**src/rtl/pulse_train_tx_pkg.sv**
```systemverilog
// Shared types and defaults for the pulse train transmitter.
package pulse_train_tx_pkg;

    typedef enum logic [1:0] {
        IDLE = 2'd0,
        LOW  = 2'd1,
        GAP  = 2'd2,
        DONE = 2'd3
    } state_t;

    localparam int DEF_LOW_CYCLES = 4;
    localparam int DEF_GAP_CYCLES = 4;

    // Width of a down-counter that must hold values up to max(low, gap) - 1.
    // Never narrower than one bit, so a 1-cycle phase still gets a counter.
    function automatic int phase_cnt_w(input int low_c, input int gap_c);
        int m;
        m = (low_c > gap_c) ? low_c : gap_c;
        return (m <= 2) ? 1 : $clog2(m);
    endfunction

endpackage

```
**src/rtl/pulse_train_tx_phase_timer.sv**
```systemverilog
// Down-counter shared by the LOW and GAP phases. A load sets the number of
// remaining cycles minus one; expired marks the final cycle of the phase.
module phase_timer #(
    parameter int CW = 2
) (
    input  logic          clk,
    input  logic          reset,
    input  logic          load,
    input  logic [CW-1:0] load_value,
    output logic [CW-1:0] value,
    output logic          expired
);

    // Load takes priority; otherwise count down and park at zero.
    always_ff @(posedge clk or posedge reset) begin
        if (reset) begin
            value <= '0;
        end else if (load) begin
            value <= load_value;
        end else if (value != '0) begin
            value <= value - CW'(1);
        end
    end

    assign expired = (value == '0);

endmodule

```
**src/rtl/pulse_train_tx.sv**
```systemverilog
// Emits a train of active-low pulses on na: each pulse is LOW_CYCLES low
// followed by GAP_CYCLES high. All outputs are registered from the
// next-state decode so na falls on the very edge that accepts start.
module pulse_train_tx
    import pulse_train_tx_pkg::*;
#(
    parameter int WIDTH      = 2,
    parameter int LOW_CYCLES = DEF_LOW_CYCLES,
    parameter int GAP_CYCLES = DEF_GAP_CYCLES
) (
    input  logic             clk,
    input  logic             reset,
    input  logic             start,
    input  logic [WIDTH-1:0] num,
    input  logic             abort,
    output logic             na,
    output logic             busy,
    output logic             done,
    output logic [WIDTH-1:0] sent
);

    localparam int            CW       = phase_cnt_w(LOW_CYCLES, GAP_CYCLES);
    localparam logic [CW-1:0] LOW_LOAD = CW'(LOW_CYCLES - 1);
    localparam logic [CW-1:0] GAP_LOAD = CW'(GAP_CYCLES - 1);

    state_t           state;
    state_t           state_n;
    logic [WIDTH-1:0] target;
    logic [WIDTH-1:0] target_n;
    logic [WIDTH-1:0] sent_n;
    logic             tmr_load;
    logic [CW-1:0]    tmr_load_value;
    logic [CW-1:0]    tmr_value;
    logic             tmr_expired;

    phase_timer #(
        .CW(CW)
    ) u_phase_timer (
        .clk        (clk),
        .reset      (reset),
        .load       (tmr_load),
        .load_value (tmr_load_value),
        .value      (tmr_value),
        .expired    (tmr_expired)
    );

    // Next-state, pulse bookkeeping and timer reload decisions.
    always_comb begin
        state_n        = state;
        target_n       = target;
        sent_n         = sent;
        tmr_load       = 1'b0;
        tmr_load_value = '0;
        case (state)
            IDLE: begin
                // abort beats start when both arrive together
                if (start && !abort) begin
                    sent_n = '0;
                    if (num != '0) begin
                        target_n       = num;
                        tmr_load       = 1'b1;
                        tmr_load_value = LOW_LOAD;
                        state_n        = LOW;
                    end else begin
                        state_n = DONE;
                    end
                end
            end
            LOW: begin
                // an aborted pulse is not counted as completed
                if (abort) begin
                    state_n = IDLE;
                end else if (tmr_expired) begin
                    sent_n         = sent + WIDTH'(1);
                    tmr_load       = 1'b1;
                    tmr_load_value = GAP_LOAD;
                    state_n        = GAP;
                end
            end
            GAP: begin
                if (abort) begin
                    state_n = IDLE;
                end else if (tmr_expired) begin
                    if (sent == target) begin
                        state_n = DONE;
                    end else begin
                        tmr_load       = 1'b1;
                        tmr_load_value = LOW_LOAD;
                        state_n        = LOW;
                    end
                end
            end
            DONE: begin
                state_n = IDLE;
            end
            default: begin
                state_n = IDLE;
            end
        endcase
    end

    // State, captured request and registered outputs.
    always_ff @(posedge clk or posedge reset) begin
        if (reset) begin
            state  <= IDLE;
            target <= '0;
            sent   <= '0;
            na     <= 1'b1;
            busy   <= 1'b0;
            done   <= 1'b0;
        end else begin
            state  <= state_n;
            target <= target_n;
            sent   <= sent_n;
            na     <= (state_n != LOW);
            busy   <= (state_n == LOW) || (state_n == GAP);
            done   <= (state_n == DONE);
        end
    end

endmodule

```
**config.mk**
```make
export PLATFORM = sky130hd
export DESIGN_NAME = pulse_train_tx
export DESIGN_NICKNAME = d
export VERILOG_FILES = /design/src/rtl/pulse_train_tx_pkg.sv /design/src/rtl/pulse_train_tx_phase_timer.sv /design/src/rtl/pulse_train_tx.sv
export SDC_FILE = /design/constraint.sdc
export NUM_CORES = 1
export LEC_CHECK = 0
export BUFFER_PORTS_ARGS = -buffer_cell sky130_fd_sc_hd__buf_4
export CORE_AREA = 4 4 41 43
export DETAILED_ROUTE_END_ITERATION = 16
export DIE_AREA = 0 0 45 47
export PLACE_DENSITY = 0.7
export SETUP_SLACK_MARGIN = 0.05
export SLEW_MARGIN = 40
export SYNTH_ARGS = -nofsm -noshare
export SYNTH_HDL_FRONTEND = slang
export SYNTH_SLANG_ARGS = --single-unit
export TNS_END_PERCENT = 1
```
**constraint.sdc**
```tcl
create_clock -name clk -period 1.5 [get_ports clk]
set_input_delay 0.225 -clock clk [delete_from_list [all_inputs] [get_ports clk]]
set_output_delay 0.225 -clock clk [all_outputs]
set_load 0.02 [all_outputs]
```
==> metrics.txt <==
outcome=finished, final reports clean; Post-synth EDFFs=0; vias in the first global route=436; Crit Path Class=register to register; Fin. Hold Viols=0; Setup crit end kind=register; CTS sink cnt=11; total power=1370 µW; core area=1300 µm²; Synth async-reset ratio=100%; RR Startpoint=u_phase_timer.value[1]$_DFFE_PP0P_; Mapped Nets=59; Setup-failing EPs final=0; CP max FO=4; crit-path cells=inv_2 > ha_4 > inv_2 > a2111oi_4 > ha_1; R2R setup slack=about 0.026 ns; setup ws final=about 0.026 ns; die area=2120 µm²; CP delay by family, top=adder cells; Initial Utilization=43.4%; Critical Path AT=1.62 ns; largest net degree at the start of global routing=12; Row Count=13; Worst EP required=about 1.7 ns; RSZ-0062 raised after global routing=true; share of layout cells above drive strength 1=between 40% and 50%; count of cell types in the netlist=26; Avg WL per Cell=12.7 µm; Slew @ Worst Pin=~0.4 ns; Chip Height=47 µm; hold wc startpoint=abort; Slew HR=72.9%; initial antenna violation count=0; n_diodes=0; final net count=85; CP dominant cell by count=inv_2; Hold/Removal Path Class=input port to register; CP Depth=5; Crit. Startpoint=u_phase_timer.value[1]$_DFFE_PP0P_; Hold Crit Depth=3; top cells by area, synth=dfrtp_1 (44%), dfstp_2 (4.7%), ha_1 (4.4%); Pwr Density=~1700 nW/µm²; Die X=45 µm; Mean Syn Cell Area=11.1 µm²; DR vias/cell=5.27; io pins=11; critical path's largest stage delay=0.40 ns; post-route ant nets=0; via count=480; DRT iter0 DRCs=4; Slew Limit Fails=0; Synth warnings=0; router iterations before antenna repair=4; Worst R2R Path Depth=5; cell taking the most area after synthesis=dfrtp_1; clock-pin slew on the worst setup and hold paths=approximately 0.060 ns; clock root cell=clkbuf_4; Static Leak=between 0.0003 and 0.0004 µW; Synth top area share=44.3%; GRT Residual Overflow=0; final cell utilization of the core=61.9%; DP Area=743 µm²; Tcrit/Tclk final=98.2%; drt drc=0; VDD IR max=0.759 mV; Setup TNS=0 ns; Area growth, synth to finish=42.8%; Worst setup SP type=register; Longest Clk Path Bufs=2; top_reg_cell synth=dfrtp_1; wire length of the first global-routing pass=1.88 mm; GP Congestion=0.755; post-layout min period=1.47 ns; worst path bufs/invs=2; Yosys reg bits=11; fmax=679 MHz; pre-CTS WS=-0.0290 ns; Worst-Skew Late Latency=~0.26 ns; cell count after synthesis=51; Seq/Total Area, Yosys=49.0%; Routed WL=1.16 mm; Finished Cell Area=around 810 µm²; H-tree depth=1; gr usage total=12.9%; clk_skew=0.00165 ns; Slowest cell on crit path=a2111oi_4; CTS tree=built; PortBufs=10; TritonCTS buffer count=3; Max-Cap Viols=0; Syn Std Cell Area=564 µm²; dpl hpwl=901 µm
-- cells by family (layout without fill, tap and decap cells) --
family	count (synthesis)	in the layout	synth area share, %
AO/OA/AOI/OAI	15	15	21.3
AND/OR/NAND/NOR	13	13	13.5
flip-flops	11	11	49.0
buffers and inverters	5	30	3.33
XOR/XNOR	3	3	4.66
adder cells (fa/ha/maj)	2	2	4.43
multiplexers	2	2	3.77
-- cell usage after synthesis, drive strengths merged, types with 2 or more instances --
cell	number
dfrtp	10
inv	5
or2	4
o211ai	3
a2111o	2
a21oi	2
a22o	2
ha	2
nand2	2
nand2b	2
o21ai	2
xnor2	2
-- layout make-up --
type | count | area [µm²]
Inverter | 5 | 18.8
Timing Repair Buffer | 21 | 160
Multi-Input combinational cell | 35 | 305
Clock buffer | 4 | 26.3
Fill cell | 115 | 495
Sequential cell | 11 | 277
Tap cell | 15 | 18.8
-- timing repair --
| action | in CTS | in global routing |
|---|---|---|
| setup buffers | 0 | 2 |
| hold buffers | 1 | 0 |
| resized for setup | 3 | 2 |
| pin swaps | 1 | 2 |
| gates cloned | 0 | 0 |
| setup endpoints to repair | 3 | 2 |
| hold endpoints to repair | 10 | 0 |
-- metrics by stage --
step                      instances  hold slack, ns
after floorplan                  51          0.0767
after global placement           84           0.240
after detailed placement         84           0.246
after global routing             91           0.279
after CTS                        89           0.191
final                            91           0.270
-- flip-flops by register name, summed over array words and instances (netlist names) --
| signal | count |
|---|---|
| sent | 2 |
| state | 2 |
| target | 2 |
| u_phase_timer.value | 2 |
| busy | 1 |
| done | 1 |
| na | 1 |
-- worst paths after layout --
kind / to
min in group asynchronous: busy$_DFF_PP0_
setup reg to reg: busy$_DFF_PP0_
setup / recovery: busy$_DFF_PP0_
max in group asynchronous: na$_DFF_PP1_
hold / removal: na$_DFF_PP1_
hold reg to reg: target[1]$_DFFE_PP0P_
-- placed cells by master (no fill, tap or decap), drive strengths merged --
master	count
a2111o	2
a2111oi	1
a21oi	2
a22o	2
a31oi	1
and2	1
buf	20
clkbuf	4
dfrtp	10
dfstp	1
dlygate4sd3	1
ha	2
inv	5
mux2	1
mux2i	1
nand2	2
nand2b	2
nor2	1
nor3	1
nor3b	1
nor4b	1
o211ai	3
o21ai	2
o31ai	1
o41ai	1
or2	4
xnor2	2
xor2	1
-- worst reg2reg max path: stages, from the launching register on --
cell       delay [ns]
dfrtp_1          0.39
inv_2            0.07
ha_4             0.15
inv_2            0.06
a2111oi_4        0.40
ha_1             0.29
-- power breakdown --
| group | internal (µW) | switching [µW] |
|---|---|---|
| clock | 103 | 88.6 |
| sequential | 410 | 92.1 |
| combinational | 354 | 328 |
-- metal layers --
metal / vias to the layer above / GRT usage, % / wire [µm]
met5: - / 0 / 0
met1: 220 / 16.0 / 561
met4: 0 / 8.77 / 33
li1: 244 / - / -
met2: 12 / 20.6 / 505
met3: 4 / 2.30 / 58
(Power assumes the default switching activity.)
